### src/rtl/pipe_stage_reg_pkg.sv
// Shared definitions for the pipeline stage register family: occupancy
// encoding, the NOP control bundle and saturating arithmetic.
package pipe_pkg;

    localparam logic [1:0] ST_EMPTY = 2'd0;
    localparam logic [1:0] ST_ONE   = 2'd1;
    localparam logic [1:0] ST_TWO   = 2'd2;

    // Widest control bundle any stage may carry; instances slice it down.
    localparam int CTRL_MAX_W = 4096;

    function automatic logic [CTRL_MAX_W-1:0] ctrl_bubble();
        return '0;
    endfunction

    function automatic logic [63:0] sat_inc(input logic [63:0] v, input logic [63:0] lim);
        return (v >= lim) ? lim : v + 64'd1;
    endfunction

endpackage

### src/rtl/pipe_sat_counter.sv
// Saturating event counter with synchronous clear; shared by stage
// performance counters.
module pipe_sat_counter
    import pipe_pkg::*;
#(
    parameter int CNT_W = 16
) (
    input  logic             Clk,
    input  logic             Reset,
    input  logic             inc,
    input  logic             clr,
    output logic [CNT_W-1:0] count
);

    localparam logic [CNT_W-1:0] CNT_MAX = '1;

    logic [CNT_W-1:0] r_count;

    // Clear wins over a coincident increment.
    always_ff @(posedge Clk) begin
        if (Reset || clr)
            r_count <= '0;
        else if (inc)
            r_count <= CNT_W'(sat_inc(64'(r_count), 64'(CNT_MAX)));
    end

    assign count = r_count;

endmodule

### src/rtl/pipe_stage_reg.sv
// Handshaked pipeline stage register with flush, optional 2-entry skid
// buffer (registered in_ready) and a saturating stall-cycle counter.
module pipe_stage_reg
    import pipe_pkg::*;
#(
    parameter int CTRL_W = 16,
    parameter int DATA_W = 256,
    parameter int SKID   = 1,
    parameter int CNT_W  = 16
) (
    input  logic              Clk,
    input  logic              Reset,
    input  logic              Flush,
    input  logic              ClrStat,
    input  logic              in_valid,
    output logic              in_ready,
    input  logic [CTRL_W-1:0] in_ctrl,
    input  logic [DATA_W-1:0] in_data,
    output logic              out_valid,
    input  logic              out_ready,
    output logic [CTRL_W-1:0] out_ctrl,
    output logic [DATA_W-1:0] out_data,
    output logic [1:0]        occupancy,
    output logic [CNT_W-1:0]  stall_cycles
);

    localparam logic [CTRL_W-1:0] CTRL_BUBBLE = CTRL_W'(ctrl_bubble());

    logic [1:0]        r_state;
    logic              r_in_rdy;
    logic [CTRL_W-1:0] r_main_ctrl;
    logic [DATA_W-1:0] r_main_data;
    logic [CTRL_W-1:0] r_skid_ctrl;
    logic [DATA_W-1:0] r_skid_data;

    logic              w_in_ready;
    logic              w_accept;
    logic              w_consume;
    logic [1:0]        w_next_state;

    assign out_valid = (r_state != ST_EMPTY);
    assign w_consume = out_valid && out_ready;

    // With the skid buffer, in_ready comes straight from a flop so the
    // downstream ready never ripples combinationally into upstream.
    always_comb begin
        w_in_ready = 1'b0;
        if (SKID != 0)
            w_in_ready = !Reset && r_in_rdy;
        else
            w_in_ready = !Reset && !Flush && (!out_valid || out_ready);
    end

    assign in_ready = w_in_ready;
    assign w_accept = in_valid && w_in_ready && !Flush;

    always_comb begin
        w_next_state = r_state;
        case (r_state)
            ST_EMPTY: if (w_accept) w_next_state = ST_ONE;
            ST_ONE: begin
                if (w_accept && !w_consume && (SKID != 0))
                    w_next_state = ST_TWO;
                else if (w_consume && !w_accept)
                    w_next_state = ST_EMPTY;
            end
            ST_TWO:   if (w_consume) w_next_state = ST_ONE;
            default:  w_next_state = ST_EMPTY;
        endcase
        if (Flush)
            w_next_state = ST_EMPTY;
    end

    // Main entry always holds the oldest beat; the skid entry only ever
    // feeds the main entry, which keeps ordering strictly FIFO.
    always_ff @(posedge Clk) begin
        if (Reset) begin
            r_state     <= ST_EMPTY;
            r_in_rdy    <= 1'b1;
            r_main_ctrl <= '0;
            r_main_data <= '0;
            r_skid_ctrl <= '0;
            r_skid_data <= '0;
        end else begin
            r_state  <= w_next_state;
            r_in_rdy <= (w_next_state != ST_TWO);
            if (Flush) begin
                r_skid_ctrl <= '0;
                r_skid_data <= '0;
            end else if (r_state == ST_TWO && w_consume) begin
                r_main_ctrl <= r_skid_ctrl;
                r_main_data <= r_skid_data;
                r_skid_ctrl <= '0;
                r_skid_data <= '0;
            end else if (w_accept && (r_state == ST_EMPTY || w_consume)) begin
                r_main_ctrl <= in_ctrl;
                r_main_data <= in_data;
            end else if (w_accept) begin
                r_skid_ctrl <= in_ctrl;
                r_skid_data <= in_data;
            end
        end
    end

    assign out_ctrl  = out_valid ? r_main_ctrl : CTRL_BUBBLE;
    assign out_data  = r_main_data;
    assign occupancy = r_state;

    pipe_sat_counter #(
        .CNT_W (CNT_W)
    ) u_stall_cnt (
        .Clk   (Clk),
        .Reset (Reset),
        .inc   (out_valid && !out_ready),
        .clr   (ClrStat),
        .count (stall_cycles)
    );

endmodule

### config.mk
export PLATFORM = sky130hd
export DESIGN_NAME = pipe_stage_reg
export DESIGN_NICKNAME = d
export VERILOG_FILES = /design/src/rtl/pipe_stage_reg_pkg.sv /design/src/rtl/pipe_sat_counter.sv /design/src/rtl/pipe_stage_reg.sv
export SDC_FILE = /design/constraint.sdc
export NUM_CORES = 1
export LEC_CHECK = 0
export CELL_PAD_IN_SITES_DETAIL_PLACEMENT = 0
export CELL_PAD_IN_SITES_GLOBAL_PLACEMENT = 1
export CORE_UTILIZATION = 35
export CTS_CLUSTER_DIAMETER = 60
export DETAILED_ROUTE_END_ITERATION = 8
export GPL_ROUTABILITY_DRIVEN = 0
export GPL_TIMING_DRIVEN = 0
export PLACE_DENSITY_LB_ADDON = 0.1
export SLEW_MARGIN = 5
export SYNTH_ARGS = -nofsm -noshare
export SYNTH_HDL_FRONTEND = slang
export SYNTH_SLANG_ARGS = --single-unit
### constraint.sdc
create_clock -name Clk -period 2.8 [get_ports Clk]
set_input_delay 0.84 -clock Clk [delete_from_list [all_inputs] [get_ports Clk]]
set_output_delay 0.84 -clock Clk [all_outputs]
set_load 0.01 [all_outputs]
=== Word level (Yosys, flattened, before mapping) ===
Index checks and enable logic that the tools add are counted.

* Add/sub/neg operators: 1
* Magnitude comparators: 1
* Equality and inequality tests: 3
* Multiplexer cells: 12
* Bitwise gates (word level): 2
* Reductions and logical operators: 22

{| class="wikitable"
|+ Operators with widths
! cell !! count
|-
| two-way mux 256 bit || 2
|-
| two-way mux 16 bit || 4
|-
| adder 16 x 1 -> 16 bit (second input constant) || 1
|-
| greater-or-equal comparator 16 bit (second input constant) || 1
|-
| two-way mux 2 bit || 5
|-
| logical AND 1 bit || 9
|-
| one-hot mux 2 bit (3 select lines) || 1
|-
| logical NOT 1 bit || 5
|-
| AND reduction 2 bit || 2
|-
| nonzero test 2 bit || 2
|-
| OR reduction 3 bit || 1
|-
| equality test 2 x 1 -> 1 bit (second input constant) || 1
|-
| equality test 2 bit (second input constant) || 1
|-
| logical NOT 2 bit || 1
|-
| logical OR 1 bit || 2
|-
| != test 2 bit (second input constant) || 1
|-
| inverter 1 bit || 2
|}

* Register bits after elaboration: 563
* Bits of input ports: 278

=== Logic depth before layout (Yosys ltp) ===
Gate-level depths: netlist of the first run.

* Depth in word-level cells: 11
* Mapped depth: 8
* Depth with buffers taken out: 5

=== Modules after synthesis ===
A second synthesis of the first run with hierarchy kept.

* Cell total of the unflattened synthesis: 3242
* Area, all modules: 28417.3 µm²

{| class="wikitable"
|+ By module, submodules not included
! module !! instances !! cells an instance !! area each (µm²) !! seq. area each (µm²)
|-
| pipe_stage_reg || 1 || 3160 || 27635.3 || 10950.5
|-
| pipe_sat_counter || 1 || 82 || 782.0 || 320.3
|}

=== Worst setup path before layout of the first run ===
Ideal clock, no wire load.

* Kind: in2reg
* Start point: input port Reset
* End point: register r_skid_ctrl[0]
* Setup time: 0.132 ns
* Arrival time: 2.206 ns
* Data required time: 2.668 ns
* Path slack: 0.462 ns
* Stages: 8
* Buffers on the path: 4
* Cell sequence: clkbuf_1 or2_1 or3_1 buf_2 buf_2 buf_2 nand2_1 a21oi_1

* Cells in the longest elaborated chain, start to end: 7
* Elaborated cells between the ends (all ways): 8
* Classes of those cells: bitwise (1); reduce/logical (7)

{| class="wikitable"
|+ Ends and longest elaborated chain
! element !! line !! RTL
|-
| from (decl) || pipe_stage_reg.sv:12 || <nowiki>input logic Reset,</nowiki>
|-
| logical NOT 1 bit || n/a ||
|-
| logical AND 1 bit || pipe_stage_reg.sv:49 || <nowiki>w_in_ready = !Reset && r_in_rdy;</nowiki>
|-
| logical AND 1 bit (2 in series) || pipe_stage_reg.sv:55 || <nowiki>assign w_accept = in_valid && w_in_ready && !Flush;</nowiki>
|-
| logical AND 1 bit || pipe_stage_reg.sv:95 || <nowiki>end else if (w_accept && (r_state == ST_EMPTY || w_consume)) begin</nowiki>
|-
| inverter 1 bit (no source line) || n/a ||
|-
| AND reduction 2 bit (no source line) || n/a ||
|-
| to (signal assigned) || pipe_stage_reg.sv:99 || <nowiki>r_skid_ctrl <= in_ctrl;</nowiki>
|-
| to (decl) || pipe_stage_reg.sv:33 || <nowiki>logic [CTRL_W-1:0] r_skid_ctrl;</nowiki>
|}

Parallel ways exist; a longest one is shown, timed or not.
A chain may end at the register's enable or synchronous reset.

=== Final worst setup path of the first run ===
* Start point: input port out_ready
* End point: register r_main_data[107] (netlist: out_data[107])

* Cells in the longest elaborated chain, start to end: 5
* Elaborated cells between the ends (all ways): 7
* Classes of those cells: mux (1); reduce/logical (6)

{| class="wikitable"
|+ Ends and longest elaborated chain
! element !! line !! RTL
|-
| from (decl) || pipe_stage_reg.sv:20 || <nowiki>input logic out_ready,</nowiki>
|-
| logical AND 1 bit (*) || pipe_stage_reg.sv:42 || <nowiki>assign w_consume = out_valid && out_ready;</nowiki>
|-
| logical OR 1 bit || pipe_stage_reg.sv:95 ||
|-
| logical AND 1 bit || pipe_stage_reg.sv:95 ||
|-
| nonzero test 2 bit (no source line) || n/a ||
|-
| AND reduction 2 bit (no source line) || n/a ||
|-
| to (signal assigned) || pipe_stage_reg.sv:92 || <nowiki>r_main_data <= r_skid_data;</nowiki>
|-
| to (signal assigned) || pipe_stage_reg.sv:97 || <nowiki>r_main_data <= in_data;</nowiki>
|-
| to (decl) || pipe_stage_reg.sv:32 || <nowiki>logic [DATA_W-1:0] r_main_data;</nowiki>
|}

Mark *: on every way between the ends. The rest lies on a longest branch, timed or not.

==> impl_metrics.yaml, run 1 <==
die:
  initial_core_util_pct: 35.5
  ios: 570
  die_h_um: 253
  dieWidth_um: 253
  die_area_sq_um: 63900
  core_area_sq_um: 61900
  rows: 91
timing:
  fmax_mhz: 375
  tightest_slew_ns: 0.913
  setup_viol: 0
  final_max_slew_viol_count: 0
  rsz0062_at_grt: "no"
  skew_ns: 0.0119
  post-route-period-util_pct: 95.3
  whs_ns: 0.452
  setup_tns_ns: 0
  min_period_ns: 2.67
  relSlewSlack_pct: 39.1
  finalHoldViolations: 0
clock_network:
  insertion_delay_ns: 0.59
  cts.sinks: 563
  cts.path.max_buffers: 3
  numCtsBuffers: 67
  htree_levels: 3
  clkSlewWorstSetupHoldPaths_ns: 0.06
  tritoncts: "built"
  clk_root_buffer_cell: "clkbuf_16"
pwr:
  ir_drop_mv: 0.403
  p_per_area_nw_per_um2: 612
  p_leak_nw: 10.7
route:
  vias: 22100
  drt_wl_total_um: 82500
  avgViaCountPerCell: 5.07
  postRouteAntennaNets: 0
  dr.pass1.iters: 5
  wl_per_cell_um: 18.9
  dr.first_iter.drc_count: 1206
  drc: 0
run:
  cap_viol_max_count: 0
logic_synthesis:
  syn-cell-area_sq_um: 22000
  ys_types: 37
  synth_largest_area_cell: "dfxtp_1"
  synthTopCellsByArea: "dfxtp_1 51%, nand2_1 19%, a311oi_1 11%, a21oi_1 6.4%, nor2_1 4.8%"
  seq_area_frac_synth_pct: 51.2
  yosys_warnings: 0
  synth_nets: 3112
  netlist_instances: 2833
  syn_avg_cell_area_sq_um: 7.77
  synth_top_area_share_pct: 51.2
  synth.ff_latch_count: 563
critical_path:
  required_ns: 3.24
  worstSetupEndpointType: "flop"
  critPathMaxStageDelay_ns: 0.60
  crit_fanout: 10
  startpoint_type: "input pin"
  crit_slowest_cell: "clkdlybuf4s50_1"
  critPathKind: "in2reg"
  arrival_ns: 3.11
  crit_chain: "clkdlybuf4s50_1 -> o21ba_2 -> o32ai_4 -> buf_6 -> buf_4 -> buf_2 -> a311oi_1"
layout:
  post-route-util_pct: 50.1
  stdcell_count: 4364
  layout.nets: 3748
  final_cell_area_sq_um: 31100
  drive_above_1_share_pct: 6.57
  synthToLayoutAreaGrowth_pct: 41.1
placed_design:
  placed_area_sq_um: 28700
  numPortBuffers: 568
  hpwl_um: 60400
  dp.cells: 4238
outcome:
  status: "finished, final reports clean"
min_path:
  hp-class: "reg2reg"
global_routing:
  grt.total_usage_pct: 25.1
  grt_pass1_vias: 21300
  grt_antenna_before_repair: 27
  grt-ovfl-total: 0
  grt_pass1_wl_um: 123000
  grt_max_degree: 20
## per-layer routing
metal | routed length (um) | global-route usage, % | share of wire, %
met1 | 33800 | 30.1 | 41
met2 | 38900 | 41.1 | 47
met3 | 6500 | 7.88 | 7.9
met4 | 3140 | 10.7 | 3.8
met5 | 182 | 0 | 0.22
## flip-flops by register name (all words and copies together), names as in the netlist
name,flops
occupancy,2
out_data,256
r_in_rdy,1
r_main_ctrl,16
r_skid_ctrl,16
r_skid_data,256
u_stall_cnt.count,16
## cells in the mapped netlist (all sizes together)
cell type / count
o221a: 1
o32ai: 1
nor3: 10
a211oi: 1
a31oi: 2
nand4: 3
clkbuf: 148
or2: 2
ha: 1
inv: 5
buf: 99
nand3b: 2
xnor2: 6
o21ba: 1
or4: 1
o21ai: 3
nor4: 6
a21oi: 282
o21a: 2
nand2: 1100
xor2: 1
nor2: 279
dfxtp: 563
a41o: 1
mux2i: 4
o21bai: 1
a311oi: 272
nand3: 9
or3: 4
and2: 3
nor2b: 18
o31ai: 2
## cell type report
class | instances | area, sq um
Antenna cell | 13 | 32.5
Buffer | 245 | 1210
Clock buffer | 95 | 2050
Clock inverter | 19 | 176
Fill cell | 6026 | 30900
Inverter | 5 | 18.8
Multi-Input combinational cell | 2018 | 9570
Sequential cell | 563 | 11300
Tap cell | 837 | 1050
Timing Repair Buffer | 569 | 5670
## cell usage in the layout (no fill, tap or decap), drive strengths merged
| cell | count |
|---|---|
| o21ba | 1 |
| nor2b | 18 |
| o21ai | 3 |
| o21bai | 1 |
| a41o | 1 |
| mux2i | 4 |
| or2 | 2 |
| o221a | 1 |
| bufinv | 3 |
| or4 | 1 |
| nor2 | 279 |
| dlygate4sd2 | 18 |
| clkdlybuf4s50 | 550 |
| buf | 94 |
| a21oi | 282 |
| clkinv | 15 |
| nand3b | 2 |
| a311oi | 272 |
| nand4 | 3 |
| and2 | 3 |
| xnor2 | 6 |
| a211oi | 1 |
| nand2 | 1100 |
| o32ai | 1 |
| diode | 13 |
| nor3 | 10 |
| nor4 | 6 |
| o21a | 2 |
| inv | 6 |
| or3 | 4 |
| xor2 | 1 |
| nand3 | 9 |
| dfxtp | 563 |
| clkbuf | 247 |
| ha | 1 |
| o31ai | 2 |
| a31oi | 2 |
## report_power, final
part	switching [mW]	internal, mW	total [mW]
sequential	0.131	8.24	8.37
clock	3.44	5.35	8.79
combinational	0.912	0.949	1.86
## logic make-up after synthesis
family	count (synthesis)	share of synthesized area, %
adders and majority gates	1	0.0568
buffers and inverters	252	5.35
DFF	563	51.2
and+or+nand+nor	1437	25.1
muxes	4	0.182
xor gates and xnor gates	7	0.279
AOI/OAI and AO/OA	569	17.8
## per-stage QoR
stage / total power [mW] / setup slack (ns)
floorplan: 9.23 / 0.462
CTS: 19.2 / 0.0185
global placement: 10.4 / -0.794
detailed placement: 10.4 / -0.887
global route: 19.7 / 0.0170
finish: 19.0 / 0.133
## repair_timing
action,CTS,global route
endpoints found under the setup margin,199,140
setup buffers,1,0
hold buffers,0,0
resized for setup,36,33
pin swaps,1,0
## path summary, 6_finish.rpt
| check | cells past startpoint | endpoint | from | slack [ns] |
|---|---|---|---|---|
| max | 7 | out_data[107]$_SDFFE_PP0P_ | out_ready | 0.13 |
| min reg2reg | 2 | r_skid_data[101]$_SDFFE_PP0P_ | r_skid_data[101]$_SDFFE_PP0P_ | 0.45 |
| max reg2reg | 8 | r_skid_data[192]$_SDFFE_PP0P_ | occupancy[0]$_SDFF_PP0_ | 0.47 |
| min | 2 | r_skid_data[101]$_SDFFE_PP0P_ | r_skid_data[101]$_SDFFE_PP0P_ | 0.45 |
## worst max-delay path, delay by kind of cell
| family | cells | cell delay, ns |
|---|---|---|
| buffers and inverters | 4 | 1.39 |
| AO/OA/AOI/OAI | 3 | 0.86 |
Note: power is estimated with default switching activity, not from simulation.
==> inputs of run 2 (changes only) <==
Settings changed: ABC_AREA from default to 1, CORE_UTILIZATION 35 to 36, REMOVE_ABC_BUFFERS from default to 1, SETUP_SLACK_MARGIN from default to 0.3.
==> impl_metrics.yaml, run 2 <==
route:
  avgViaCountPerCell: 5.23
  wl_per_cell_um: 21.0
  postRouteAntennaNets: 0
  drt_wl_total_um: 95500
  drc: 0
  dr.first_iter.drc_count: 1750
  vias: 23800
  dr.pass1.iters: 7
pwr:
  ir_drop_mv: 0.555
  p_leak_nw: 12.2
  p_per_area_nw_per_um2: 571
die:
  rows: 93
  dieWidth_um: 258
  core_area_sq_um: 64700
  initial_core_util_pct: 36.5
  die_h_um: 258
  die_area_sq_um: 66700
  ios: 570
layout:
  drive_above_1_share_pct: 5.66
  synthToLayoutAreaGrowth_pct: 40.9
  layout_commonest_cell: "nand2_1"
  final_cell_area_sq_um: 33300
  layout.nets: 3900
  stdcell_count: 4546
  layout_common_cells: "575 x nand2_1, 561 x dfxtp_1, 538 x clkdlybuf4s50_1"
global_routing:
  grt_max_degree: 123
  grt_antenna_before_repair: 30
  grt_pass1_vias: 23000
  grt-ovfl-total: 0
  grt_pass1_wl_um: 140000
  grt.total_usage_pct: 27.0
min_path:
  whs_endpoint: "r_skid_data[32]$_SDFFE_PP0P_"
  holdCritStartpoint: "r_skid_data[32]$_SDFFE_PP0P_"
  min_delay_path_depth: 2
  hp-class: "reg2reg"
logic_synthesis:
  yosys_warnings: 0
  seq_area_frac_synth_pct: 47.7
  syn_avg_cell_area_sq_um: 7.44
  synthTopCellsByCount: "577 x nand2_1, 563 x dfxtp_1, 314 x inv_1"
  synth_top_area_share_pct: 47.7
  syn-cell-area_sq_um: 23600
  ys_types: 26
  synth_edf_count: 0
  yosysMostFrequentCell: "nand2_1"
  synth.ff_latch_count: 563
  synth_largest_area_cell: "dfxtp_1"
  async_flop_share_pct: 0
  synthTopCellsByArea: "dfxtp_1 48%, nand2_1 9.2%, a211oi_1 8.6%, o21ai_0 5.9%, a21oi_1 5.9%"
  synth_ff_type: "dfxtp_1"
  netlist_instances: 3175
critical_path:
  required_ns: 3.26
  rrSetupSlack_ns: 0.41
  r2r_end: "out_data[68]$_SDFFE_PP0P_"
  arrival_ns: 2.93
  crit_fanout: 46
  worstSetupEndpointType: "flop"
  r2r_start: "occupancy[1]$_SDFF_PP0_"
  rr_worst_depth: 10
  startpoint_type: "input pin"
  critPathKind: "in2reg"
timing:
  final_max_slew_viol_count: 0
  rsz0062_at_grt: "no"
  setup_viol: 0
  skew_ns: 0.0236
  post-route-period-util_pct: 88.2
  finalHoldViolations: 0
  tightest_slew_ns: 0.828
  relSlewSlack_pct: 44.6
  fmax_mhz: 405
  min_period_ns: 2.47
placed_design:
  numPortBuffers: 569
  dp.cells: 4360
  placed_area_sq_um: 29900
  hpwl_um: 52300
clock_network:
  htree_levels: 3
  clkSlewWorstSetupHoldPaths_ns: 0.05
  cts.sinks: 563
  clk_root_buffer_cell: "clkbuf_16"
  insertion_delay_ns: 0.60
  cts.path.max_buffers: 3
  tritoncts: "built"
  numCtsBuffers: 68
outcome:
  status: "finished, final reports clean"
run:
  cap_viol_max_count: 0
## run 2: cell types whose count changed after synthesis, sizes merged, moves of 6 or more
| cell | change |
|---|---|
| nor4 | -6 |
| a311oi | -272 |
| nor3 | -6 |
| o21a | +14 |
| nand2 | -522 |
| nor2b | -18 |
| a211oi | +271 |
| buf | +82 |
| inv | +310 |
| clkbuf | -58 |
| o21ai | +277 |
| nand3 | +262 |
| nor2 | +37 |
## run 2: how the worst max path moves through the flow
stage | startpoint | to | slack (ns) | cells after the start
2_1_floorplan | out_ready | r_main_ctrl[0]$_SDFFE_PP0P_ | -19.92 | 5
3_3_place_gp | occupancy[1]$_SDFF_PP0_ | r_main_ctrl[12]$_SDFFE_PP0P_ | -45.65 | 5
3_5_place_dp | Reset | r_main_ctrl[9]$_SDFFE_PP0P_ | -1.60 | 11
4_1_cts | Flush | out_data[41]$_SDFFE_PP0P_ | 0.30 | 10
5_1_grt | occupancy[0]$_SDFF_PP0_ | out_ctrl[1] | 0.30 | 4
6_report | Flush | r_main_ctrl[3]$_SDFFE_PP0P_ | 0.33 | 9
## run 2: cell type report
type                            count  area (sq um)
Clock buffer                       98          2060
Clock inverter                     23           303
Multi-Input combinational cell   2030          9940
Timing Repair Buffer              642          7380
Timing Repair inverter              1          8.76
Inverter                          315          1200
Fill cell                        6126         31400
Sequential cell                   563         11300
Tap cell                          855          1070
Antenna cell                       19          47.5
## run 2: logic make-up (layout without fill, tap and decap cells)
family	Yosys count	after routing	share of synthesized area, %
AO/OA/AOI/OAI	849	849	21.1
XOR/XNOR	4	4	0.148
adder cells (fa/ha/maj)	1	1	0.0530
buffers and inverters	586	1079	10.8
flip-flops	563	563	47.7
other	0	19	0
AND/OR/NAND/NOR	1172	1176	20.2
## run 2: metal layers
layer | up-vias | track usage [%] | wire, um
met5 | - | 0 | 149
met4 | 22 | 11.4 | 2820
met3 | 164 | 7.38 | 7470
met2 | 753 | 43.1 | 44500
met1 | 11400 | 34.1 | 40600
li1 | 11400 | - | -
## run 2: stage by stage
step	hold slack (ns)	TNS [ns]	power [mW]	util [%]	worst slack, ns
floorplan	0.432	-	8.79	-	-19.92
global placement	0.442	-	9.68	44.8	-45.65
detailed placement	0.446	-632.50	9.74	46.2	-1.60
CTS	0.459	0	19.2	51.0	0.299
global route	0.474	0	19.7	51.4	0.302
finish	0.457	0	19.0	51.4	0.330
## run 2: timing repair
item                                   4_1_cts  5_1_grt
endpoints found under the hold margin        0        0
hold buffers                                 0        0
setup buffers                               11        5
setup endpoints to repair                  523      275
gates resized for setup                     46        9
pin swaps                                    7        2
gates cloned                                23        7
## run 2: worst max-delay path: stages
cell and delay (ns):
clkdlybuf4s50_1 0.52, nor2_4 0.18, nand3_4 0.16, nand2_8 0.16, buf_16 0.19, buf_16 0.16
buf_4 0.14, nand2_8 0.25, o21a_1 0.28
## run 2: power by group
group | internal, mW | leakage (nW) | switching (mW)
registers | 8.10 | 4.55 | 0.0438
logic | 0.770 | 6.47 | 0.777
clock network | 5.75 | 1.17 | 3.56
total | 14.6 | 12.2 | 4.38
==> inputs of run 3 (changes only) <==
Settings changed: CORE_UTILIZATION 36 to 28.
==> impl_metrics.yaml, run 3 (synthesis gave the netlist of run 2 again) <==
clock_network:
  clk_root_buffer_cell: "clkbuf_16"
  cts.sinks: 563
  cts.path.max_buffers: 3
  insertion_delay_ns: 0.61
  holdBufCountCts: 0
  tritoncts: "built"
  numCtsBuffers: 78
  htree_levels: 3
  clkSlewWorstSetupHoldPaths_ns: 0.05
layout:
  register_area_sq_um: 11300
  layout.nets: 3906
  drive_above_1_share_pct: 5.89
  layout_commonest_cell: "nand2_1"
  synthToLayoutAreaGrowth_pct: 42.0
  multi_input_area_sq_um: 9970
  layout_common_cells: "575 x nand2_1, 561 x dfxtp_1, 532 x clkdlybuf4s50_1"
  final.fill_count: 8462
die:
  die_area_sq_um: 85500
  core_area_sq_um: 83600
  rows: 106
  ios: 570
  dieWidth_um: 292
  initial_core_util_pct: 28.3
  die_h_um: 292
pwr:
  total_power_mw: 19.3
  p_per_area_nw_per_um2: 576
  p_leak_nw: 12.1
  ir_drop_mv: 0.370
critical_path:
  crit_fanout: 13
  startpoint_type: "input pin"
  cp_common_cell: "buf_16"
  r2r_start: "occupancy[0]$_SDFF_PP0_"
  critPathKind: "in2out"
  arrival_ns: 1.64
  critPathMaxStageDelay_ns: 0.31
  crit_start: "Reset"
  crit_slowest_cell: "dlygate4sd2_1"
  required_ns: 1.96
  crit_buf_inv: 3
  rrSetupSlack_ns: 0.48
  worstSetupEndpointType: "primary output"
  critical_path.top_delay_family: "buffers and inverters"
  crit_chain: "buf_16 -> buf_16 -> nor2_1 -> dlygate4sd2_1"
placed_design:
  hpwl_um: 55200
  numPortBuffers: 569
  post-place-ws_ns: -1.98
timing:
  setup_viol: 0
  setup_tns_ns: 0
  post-route-period-util_pct: 88.5
  whs_ns: 0.455
  fmax_mhz: 404
  setup_ws_ns: 0.323
  skew_ns: 0.0200
  finalHoldViolations: 0
  min_period_ns: 2.48
  tightest_slew_ns: 0.913
  final_max_slew_viol_count: 0
  relSlewSlack_pct: 39.1
  rsz0062_at_grt: "yes"
route:
  drt_wl_total_um: 99400
  dr.pass1.iters: 5
  drc: 0
  vias: 23600
  dr.first_iter.drc_count: 1079
  wl_per_cell_um: 20.8
  postRouteAntennaNets: 0
  avgViaCountPerCell: 4.93
global_routing:
  grt.total_usage_pct: 22.1
  grt_pass1_wl_um: 145000
  grt-ovfl-total: 0
  grt_max_degree: 146
  grt_pass1_vias: 23000
  grt_antenna_before_repair: 31
outcome:
  status: "finished, final reports clean"
min_path:
  holdCritStartpoint: "r_skid_data[17]$_SDFFE_PP0P_"
  hp-class: "reg2reg"
run:
  cap_viol_max_count: 0
==> run 3: changes by cell type in the layout (fill, tap and decap cells not counted), moves of 4 or more <==
cell | before | now
buf_4 | 14 | 9
dlygate4sd2_1 | 25 | 29
clkdlybuf4s50_1 | 538 | 532
buf_12 | 10 | 16
clkbuf_1 | 9 | 16
diode_2 | 19 | 15
clkinv_4 | 0 | 4
bufinv_16 | 7 | 2
bufbuf_16 | 14 | 10
==> run 3: area by class of cell <==
| cell class | instances | area share, % |
|---|---|---|
| Clock inverter | 28 | 0.813 |
| Clock buffer | 109 | 6.61 |
| Sequential cell | 563 | 33.6 |
| Multi-Input combinational cell | 2033 | 29.7 |
| Timing Repair Buffer | 634 | 21.4 |
| Antenna cell | 15 | 0.112 |
| Timing Repair inverter | 2 | 0.0597 |
| Tap cell | 1080 | 4.03 |
| Inverter | 315 | 3.60 |
==> run 3: path summary, 6_finish.rpt <==
check,to,cells past startpoint
worst max-delay path,in_ready,4
worst min-delay path,r_skid_data[17]$_SDFFE_PP0P_,2
worst max register to register,r_main_ctrl[15]$_SDFFE_PP0P_,11
worst min register to register,r_skid_data[17]$_SDFFE_PP0P_,2
==> run 3: power breakdown <==
| group | switching, mW | internal (mW) | leakage (nW) |
|---|---|---|---|
| registers | 0.0433 | 8.10 | 4.55 |
| logic | 0.785 | 0.766 | 6.38 |
| clock network | 3.88 | 5.74 | 1.22 |
| total | 4.71 | 14.6 | 12.1 |
==> run 3: worst min-delay path, stage by stage (launching register included) <==
cell and delay, ns:
dfxtp_1 0.29, inv_1 0.06, a211oi_1 0.06
==> run 3: through the flow <==
stage / cell area, sq um / std cells / util, %
after floorplan: 22200 / 2904 / -
after global placement: 29300 / 4553 / 35.1
after detailed placement: 30200 / 4589 / 36.2
after CTS: 33400 / 4758 / 39.9
after global routing: 33500 / 4777 / 40.1
final: 33500 / 4779 / 40.1
==> run 3: what timing repair did <==
item / CTS / global route
resized for setup: 54 / 15
buffers inserted: 10 / 2
pin swaps: 7 / 2
endpoints found under the setup margin: 577 / 213
gates cloned: 22 / 4
==> run 3: routing by layer <==
| layer | routed length (um) | share of wire (%) | GRT usage, % |
|---|---|---|---|
| met1 | 40700 | 41 | 26.0 |
| met2 | 48400 | 49 | 37.6 |
| met3 | 7280 | 7.3 | 6.40 |
| met4 | 2900 | 2.9 | 8.96 |
| met5 | 198 | 0.20 | 0 |
